### config.mk
export PLATFORM = sky130hd
export DESIGN_NAME = rgb_clk_mgr
export DESIGN_NICKNAME = d
export VERILOG_FILES = /design/src/rtl/rgb_clk_mgr_pkg.sv /design/src/rtl/rgb_ce_div.sv /design/src/rtl/rgb_clk_mgr.sv
export SDC_FILE = /design/constraint.sdc
export NUM_CORES = 1
export LEC_CHECK = 0
export ABC_CLOCK_PERIOD_IN_PS = 5550
export BUFFER_PORTS_ARGS = -buffer_cell sky130_fd_sc_hd__clkbuf_2
export CAP_MARGIN = 20
export CORE_UTILIZATION = 40
export DETAILED_ROUTE_END_ITERATION = 10
export SLEW_MARGIN = 20
export SYNTH_ARGS = -nofsm -noshare
export SYNTH_HDL_FRONTEND = slang
export SYNTH_SLANG_ARGS = --single-unit
### constraint.sdc
create_clock -name clk -period 5.55 [get_ports clk]
set_input_delay 1.3875 -clock clk [delete_from_list [all_inputs] [get_ports clk]]
set_output_delay 1.3875 -clock clk [all_outputs]
set_load 0.01 [all_outputs]
### src/rtl/rgb_clk_mgr_pkg.sv
// rgb_clk_pkg: FSM state encoding and width constants shared by the clock manager files.
package rgb_clk_pkg;
  typedef enum logic [1:0] {WAIT_LOCK, HOLD, RUN} state_t;
  localparam int CH_W = 3;
  localparam int LOSS_W = 8;
endpackage

### src/rtl/rgb_ce_div.sv
// rgb_ce_div: one clock-enable channel with a shadowed divisor applied at wrap, D=0 disables.
module rgb_ce_div #(
  parameter int DIV_W = 16,
  parameter int DIV_INIT = 96
) (
  input  logic             clk,
  input  logic             rst,
  input  logic             i_en,
  input  logic             i_wr,
  input  logic [DIV_W-1:0] i_div,
  output logic             o_stb
);
  localparam logic [DIV_W-1:0] INIT = DIV_W'(DIV_INIT);
  logic [DIV_W-1:0] r_div, r_shadow, r_cnt;
  logic r_pend, r_stb, w_wrap, w_apply, w_now;
  assign w_wrap = i_en && r_div != '0 && r_cnt == r_div - 1'b1;
  assign w_apply = !i_en || r_div == '0 || w_wrap;
  // Writing zero takes effect at once so a channel can be stopped mid-period.
  assign w_now = w_apply || (i_wr && i_div == '0);
  assign o_stb = r_stb && i_en;
  always_ff @(posedge clk) begin
    if (rst) begin
      r_div <= INIT;
      r_shadow <= INIT;
      r_cnt <= '0;
      r_pend <= 1'b0;
      r_stb <= 1'b0;
    end else begin
      r_stb <= w_wrap;
      r_cnt <= w_now ? '0 : r_cnt + 1'b1;
      if (i_wr) begin
        r_shadow <= i_div;
        r_pend <= !w_now;
        if (w_now) r_div <= i_div;
      end else if (r_pend && w_apply) begin
        r_div <= r_shadow;
        r_pend <= 1'b0;
      end
    end
  end
endmodule

### src/rtl/rgb_clk_mgr.sv
// rgb_clk_mgr: lock-qualified downstream reset plus N_CH clock-enable strobes.
// Define RGB_CLK_MGR_LOSS_CNT_EN to add the saturating lock-loss counter output loss_cnt.
module rgb_clk_mgr
  import rgb_clk_pkg::*;
#(
  parameter int N_CH = 3,
  parameter int DIV_W = 16,
  parameter int LOCK_HOLD = 1024,
  parameter int DIV_INIT = 96
) (
  input  logic             clk,
  input  logic             rst,
  input  logic             locked,
  input  logic             cfg_valid,
  input  logic [CH_W-1:0]  cfg_ch,
  input  logic [DIV_W-1:0] cfg_div,
  output logic             cfg_ready,
  output logic             cfg_err,
  output logic             rst_out,
  output logic [N_CH-1:0]  stb,
  output logic             locked_q
`ifdef RGB_CLK_MGR_LOSS_CNT_EN
  ,
  output logic [LOSS_W-1:0] loss_cnt
`endif
);
  localparam int HOLD_W = $clog2(LOCK_HOLD);
  localparam logic [HOLD_W-1:0] HOLD_LAST = HOLD_W'(LOCK_HOLD - 1);
  state_t r_state, w_next;
  logic r_sync, r_locked_q, r_rst_out, r_err, w_run, w_acc;
  logic [HOLD_W-1:0] r_hold;
  logic [N_CH-1:0] w_wr;
  assign cfg_ready = !rst;
  assign w_acc = cfg_valid && cfg_ready;
  assign w_run = r_state == RUN;
  assign cfg_err = r_err;
  assign rst_out = r_rst_out;
  assign locked_q = r_locked_q;
  always_comb begin
    w_next = !r_locked_q ? WAIT_LOCK :
             r_state == WAIT_LOCK ? HOLD :
             (r_state == HOLD && r_hold == HOLD_LAST) ? RUN : r_state;
  end
  always_ff @(posedge clk) begin
    if (rst) begin
      r_sync <= 1'b0;
      r_locked_q <= 1'b0;
      r_state <= WAIT_LOCK;
      r_hold <= '0;
      r_rst_out <= 1'b1;
      r_err <= 1'b0;
    end else begin
      r_sync <= locked;
      r_locked_q <= r_sync;
      r_state <= w_next;
      r_hold <= r_state == HOLD ? r_hold + 1'b1 : '0;
      // Registered from the next state so rst_out is low exactly while in RUN.
      r_rst_out <= w_next != RUN;
      r_err <= w_acc && 32'(cfg_ch) >= N_CH;
    end
  end
  for (genvar g = 0; g < N_CH; g++) begin : g_ch
    assign w_wr[g] = w_acc && cfg_ch == CH_W'(g);
    rgb_ce_div #(.DIV_W(DIV_W), .DIV_INIT(DIV_INIT)) u_div (
      .clk(clk), .rst(rst), .i_en(w_run), .i_wr(w_wr[g]), .i_div(cfg_div), .o_stb(stb[g])
    );
  end
`ifdef RGB_CLK_MGR_LOSS_CNT_EN
  logic [LOSS_W-1:0] r_loss;
  always_ff @(posedge clk) begin
    if (rst) r_loss <= '0;
    else if (w_run && w_next == WAIT_LOCK && r_loss != '1) r_loss <= r_loss + 1'b1;
  end
  assign loss_cnt = r_loss;
`endif
endmodule

==> results.cfg, run 1 <==
[route]
via_count = 6227
drcViolationCount = 0
firstDrtPassIters = 5
route.final.wire_length_microns = 17700
detail_route.wl_per_cell_microns = 14.6
drt_iter0_markers = 325
ant_nets = 0
via_per_inst = 5.13

[synthesis]
netlist_area_sq_um = 8020
ys_ff_latch = 166
yosysWarnings = 0
synth.avg_cell_area_sq_um = 8.65
synth_nets = 957
synth_edf_count = 0
async_flop_share_pct = 0
yosys.area.top_type = dfxtp_1
synth_top_area_share_pct = 41.4
yosysSeqAreaShare_pct = 41.4
synth_area_leaders = dfxtp_1 41%, xor2_1 6.0%, nand2_1 5.9%
ys_types = 65
synth_ff_type = dfxtp_1
synthCells = 927

[timing]
fin_setup_tns_ns = 0
fin_skew_ns = 0.0132
worst_slew_pin_slew_ns = 0.865
finalHoldViolations = 0
slew_violations = 0
fmax_mhz = 268
period_share_pct = 67.2
post-route-min-period_ns = 3.73
rsz0062_at_grt = no
slew_headroom_pct = 42.4
final-setup-viol-count = 0

[finish]
layout_commonest_cell = dfxtp_1
final_cells = 1213
layout_common_cells = 166 x dfxtp_1, 126 x nand2_1, 99 x nor2_1
final_nets = 965
drive_gt1_share_pct = 13.3
post-route-util_pct = 45.7
diodes = 0
area.growth.synth_to_final_pct = 11.2

[floorplanning]
die-area_sq_um = 20600
core-area_sq_um = 19500
die_y_microns = 144
start_util_pct = 41.1
num_rows = 51
io_pins = 30
die_w_microns = 144

[pwr]
vdd_drop_max_v = 0.000164
cellLeakagePower_nw = 3.16
power_density_nw_per_um2 = 273

[global_route]
overflow = 0
grt_usage_pct = 18.0
grt_pass1_wl_microns = 29100
grt_pass1_vias = 5729
grt_max_degree = 83
antenna_found_initial = 0

[setup_path]
critPathRequiredTime_ns = 5.87
cp.arrival_ns = 4.05
cp-start-kind = flop
cp-end-kind = flop
crit_fanout = 11
worstSetupPathType = reg -> reg

[cts]
cts_resized = 0
numCtsBuffers = 17
cts_buffer_depth = 2
clk-insertion-delay-late_ns = 0.43
cts.sinks = 166
path_clk_slew_ns = 0.07
cts-htree-levels = 4
cts_tree = yes
post-cts-setup-buffers = 0
cts-root-buf = clkbuf_16
cts_hold_buf = 0

[placed_design]
port_buffers = 29
dp_hpwl_microns = 12500
place_inst = 1181
gp_congestion = 0.826

[run]
drv_cap = 0

[outcome]
status = complete, no violations

[worst_hold_path]
hold_class = reg -> reg
-- cell families after synthesis --
group           share of synthesized area, %
simple gates                            26.1
fa+ha+maj                               1.09
flops                                   41.4
xor+xnor                                11.8
buf+inv                                 3.76
compound gates                          10.6
mux                                     5.18
-- layout make-up --
| cell class | instances | area [sq um] |
|---|---|---|
| clock buffer | 17 | 425 |
| clock inverter | 15 | 163 |
| fill | 1938 | 10600 |
| inverter | 21 | 78.8 |
| multi-input combinational | 694 | 4410 |
| sequential | 166 | 3320 |
| tap | 265 | 332 |
| timing repair buffer | 35 | 190 |
-- state kept, by name (all words and copies together) (netlist names), 2 cells and up --
signal,flops
g_ch.u_div.r_pend,3
g_ch.u_div.r_cnt,48
r_hold,10
g_ch.u_div.r_stb,3
g_ch.u_div.r_div,48
r_state,2
g_ch.u_div.r_shadow,48
-- worst paths after layout --
path              depth (start not counted)                                start  slack [ns]                             endpoint
setup / recovery                         11  g_ch[0].u_div.r_div[0]$_SDFFE_PP0P_        1.82  g_ch[0].u_div.r_div[3]$_SDFFE_PP0P_
hold / removal                            1                    r_sync$_SDFF_PP0_        0.44                  locked_q$_SDFF_PP0_
setup reg to reg                         11  g_ch[0].u_div.r_div[0]$_SDFFE_PP0P_        1.82  g_ch[0].u_div.r_div[3]$_SDFFE_PP0P_
hold reg to reg                           1                    r_sync$_SDFF_PP0_        0.44                  locked_q$_SDFF_PP0_
-- critical path: stages (launching register included) --
cell and delay (ns):
dfxtp_1 0.39, inv_1 0.10, ha_1 0.37, nor4b_1 0.59, nand4_1 0.34, mux2_2 0.32, mux2i_1 0.06, a21oi_1 0.22
o21bai_1 0.11, a21oi_1 0.47, buf_4 0.30, mux2_2 0.35
-- metal layers --
layer	vias up	global-route usage, %	part of all wire, %
met4	0	6.16	1.9
met5	-	0	0
met2	81	27.3	45
met3	27	3.93	2.9
li1	3205	-	-
met1	2914	25.1	50
-- power by group --
part | internal (W) | total (W) | switching [W]
registers | 0.00120 | 0.00120 | 0.00000264
logic | 0.0000172 | 0.0000594 | 0.0000422
clock network | 0.000638 | 0.00118 | 0.000542
-- metrics by stage --
| stage | worst slack (ns) | cell area (sq um) | hold slack [ns] | power [W] |
|---|---|---|---|---|
| final | 1.82 | 8920 | 0.439 | 0.00244 |
| after global routing | 1.41 | 8920 | 0.459 | 0.00252 |
| after floorplan | 2.24 | 8020 | 0.414 | 0.00126 |
| after detailed placement | 1.39 | 8330 | 0.441 | 0.00129 |
| after global placement | 1.42 | 8330 | 0.428 | 0.00129 |
| after CTS | 1.81 | 8920 | 0.450 | 0.00247 |
-- Yosys cell counts (3+ instances only) --
| master | number |
|---|---|
| o41ai_1 | 3 |
| nor2_1 | 99 |
| or3_1 | 6 |
| or4_1 | 5 |
| o22ai_1 | 3 |
| ha_1 | 7 |
| xor2_1 | 55 |
| nor4b_1 | 3 |
| nor4_1 | 12 |
| a21oi_1 | 56 |
| buf_2 | 4 |
| nand3_1 | 44 |
| a211oi_1 | 4 |
| and3_1 | 15 |
| nor3b_1 | 6 |
| dfxtp_1 | 166 |
| nor2b_1 | 30 |
| or2_2 | 9 |
| nand4b_1 | 3 |
| xnor2_1 | 53 |
| buf_6 | 3 |
| and4_1 | 6 |
| nor3_1 | 21 |
| mux2_2 | 35 |
| a32o_1 | 14 |
| a31oi_1 | 3 |
| buf_4 | 3 |
| nand2b_1 | 3 |
| inv_1 | 21 |
| and2_1 | 7 |
| nand3b_1 | 3 |
| clkbuf_1 | 35 |
| nand4_1 | 11 |
| nand2_1 | 126 |
| o21ai_0 | 14 |
Note: power is estimated with default switching activity, not from simulation.
==> run 2: changes to the inputs <==
- ABC_CLOCK_PERIOD_IN_PS: 5550 -> 3420
- clock period: 5.55 -> 3.42 ns (I/O delays scaled with it)
==> results.cfg, run 2 (same netlist as run 1, synthesis figures left out) <==
[route]
ant_nets = 0
via_count = 6300
route.final.wire_length_microns = 17800
firstDrtPassIters = 4
drcViolationCount = 0
via_per_inst = 5.14
drt_iter0_markers = 359
detail_route.wl_per_cell_microns = 14.5

[finish]
diodes = 0
drive_gt1_share_pct = 14.6
layout_common_cells = 166 x dfxtp_1, 126 x nand2_1, 99 x nor2_1
layout_commonest_cell = dfxtp_1
n_fill_cell = 1899
reg.largest.list = g_ch.u_div.r_cnt x48, g_ch.u_div.r_div x48, g_ch.u_div.r_shadow x48
post-route-util_pct = 46.1
final_nets = 978
area.growth.synth_to_final_pct = 12.3

[floorplanning]
die-area_sq_um = 20600
start_util_pct = 41.1
num_rows = 51
die_y_microns = 144
core-area_sq_um = 19500
io_pins = 30
die_w_microns = 144

[worst_hold_path]
hp-start = r_sync$_SDFF_PP0_
hold_class = reg -> reg
whs_path_depth = 1
hold_end = locked_q$_SDFF_PP0_

[setup_path]
crit_chain = inv_1 > ha_1 > nor3b_4 > nand2_1 > or3_1 > a2111oi_0 > and4_1 > nand3_1 > a31o_2 > mux2_1
cp.arrival_ns = 3.44
crit_path_max_incr_delay_ns = 0.43
cp-start-kind = flop
cp_top_family = simple AND/OR/NAND/NOR gates
cp-end-kind = flop
cpMaxStageDelayCell = a31o_2
crit_buf_inv = 1
r2r_setup_slack_ns = 0.30
r2r_cells = 10
rr_endpoint = g_ch[1].u_div.r_div[12]$_SDFFE_PP0P_
reg2reg_from = g_ch[1].u_div.r_div[0]$_SDFFE_PP0P_
worstSetupPathType = reg -> reg
critPathRequiredTime_ns = 3.74
crit_fanout = 16

[timing]
period_share_pct = 91.1
post-route-min-period_ns = 3.12
fin_setup_tns_ns = 0
final-setup-viol-count = 0
worst_slew_pin_slew_ns = 0.850
slew_violations = 0
rsz0062_at_grt = no
fmax_mhz = 321
fin_skew_ns = 0.00938
slew_headroom_pct = 43.3
finalHoldViolations = 0

[global_route]
grt_pass1_wl_microns = 29600
antenna_found_initial = 0
overflow = 0
grt_usage_pct = 18.3
grt_pass1_vias = 5813
grt_max_degree = 83

[pwr]
power_switching_w = 0.000888
p_seq_share_pct = 49.8
cellLeakagePower_nw = 3.22
power_density_nw_per_um2 = 434
p_comb_share_pct = 2.6
clkPwrFrac_pct = 47.6
swShare_pct = 22.7
p_int_w = 0.00302
vdd_drop_max_v = 0.000323

[placed_design]
port_buffers = 29
gp_congestion = 0.844
dp_hpwl_microns = 12400

[cts]
path_clk_slew_ns = 0.07
cts-root-buf = clkbuf_16
numCtsBuffers = 17
cts_buffer_depth = 2
cts.sinks = 166
cts_tree = yes
cts_hold_buf = 0
clk-insertion-delay-late_ns = 0.43
cts-htree-levels = 4

[run]
drv_cap = 0

[outcome]
status = complete, no violations
==> run 2: cell types whose count changed in the layout (fill, tap and decap cells not counted), sizes merged <==
cell / before / now
buf: 6 / 19
clkbuf: 46 / 48
clkinv: 4 / 6
inv: 29 / 25
==> run 2: repair_timing <==
action | 4_1_cts | 5_1_grt
buffers inserted | 0 | 3
resized for setup | 0 | 1
endpoints found under the setup margin | 0 | 15
==> run 2: layout make-up <==
type                    count  area, sq um  share of cell area [%]
repair buffers             48          288                    3.19
clock inverters            13          121                    1.35
flip-flops and latches    166         3320                    36.9
inverters                  21         78.8                   0.875
multi-input cells         694         4410                    49.0
clock buffers              19          453                    5.03
well taps                 265          332                    3.68
==> run 2: worst max-delay path by stage <==
stage	from	to	slack [ns]	cells after the start
3_3_place_gp	g_ch[2].u_div.r_div[0]$_SDFFE_PP0P_	g_ch[2].u_div.r_div[13]$_SDFFE_PP0P_	0.31	10
2_1_floorplan	g_ch[0].u_div.r_div[0]$_SDFFE_PP0P_	g_ch[0].u_div.r_div[10]$_SDFFE_PP0P_	0.14	12
4_1_cts	g_ch[2].u_div.r_div[0]$_SDFFE_PP0P_	g_ch[2].u_div.r_div[11]$_SDFFE_PP0P_	0.16	10
6_report	g_ch[1].u_div.r_div[0]$_SDFFE_PP0P_	g_ch[1].u_div.r_div[12]$_SDFFE_PP0P_	0.30	10
3_5_place_dp	g_ch[1].u_div.r_div[0]$_SDFFE_PP0P_	g_ch[1].u_div.r_div[12]$_SDFFE_PP0P_	0.24	10
5_1_grt	g_ch[0].u_div.r_div[0]$_SDFFE_PP0P_	g_ch[0].u_div.r_cnt[3]$_SDFF_PP0_	0.08	11
==> run 2: per-stage QoR <==
step / area, sq um / power (W) / setup WS, ns / cells / hold WS, ns
5_1_grt: 9010 / 0.00404 / 0.0755 / 1226 / 0.468
2_1_floorplan: 8020 / 0.00204 / 0.136 / 927 / 0.414
4_1_cts: 8980 / 0.00395 / 0.158 / 1223 / 0.453
6_report: 9010 / 0.00391 / 0.304 / 1226 / 0.447
3_5_place_dp: 8410 / 0.00209 / 0.243 / 1191 / 0.443
3_3_place_gp: 8410 / 0.00209 / 0.307 / 1191 / 0.430
==> run 2: power groups by stage <==
stage	combinational, W	sequential [W]	clock [W]
floorplan	0.0000516	0.00199	0
global placement	0.000100	0.00199	0
detailed placement	0.000100	0.00199	0
CTS	0.000100	0.00195	0.00191
global route	0.000109	0.00195	0.00198
finish	0.000100	0.00195	0.00186
==> run 2: layer usage <==
metal  global-route usage [%]  wire, microns  part of all wire, %
met5                        0              0                    0
met4                     8.29            419                  2.4
met3                     3.13            518                  2.9
met2                     27.7           7970                   45
met1                     25.5           8880                   50
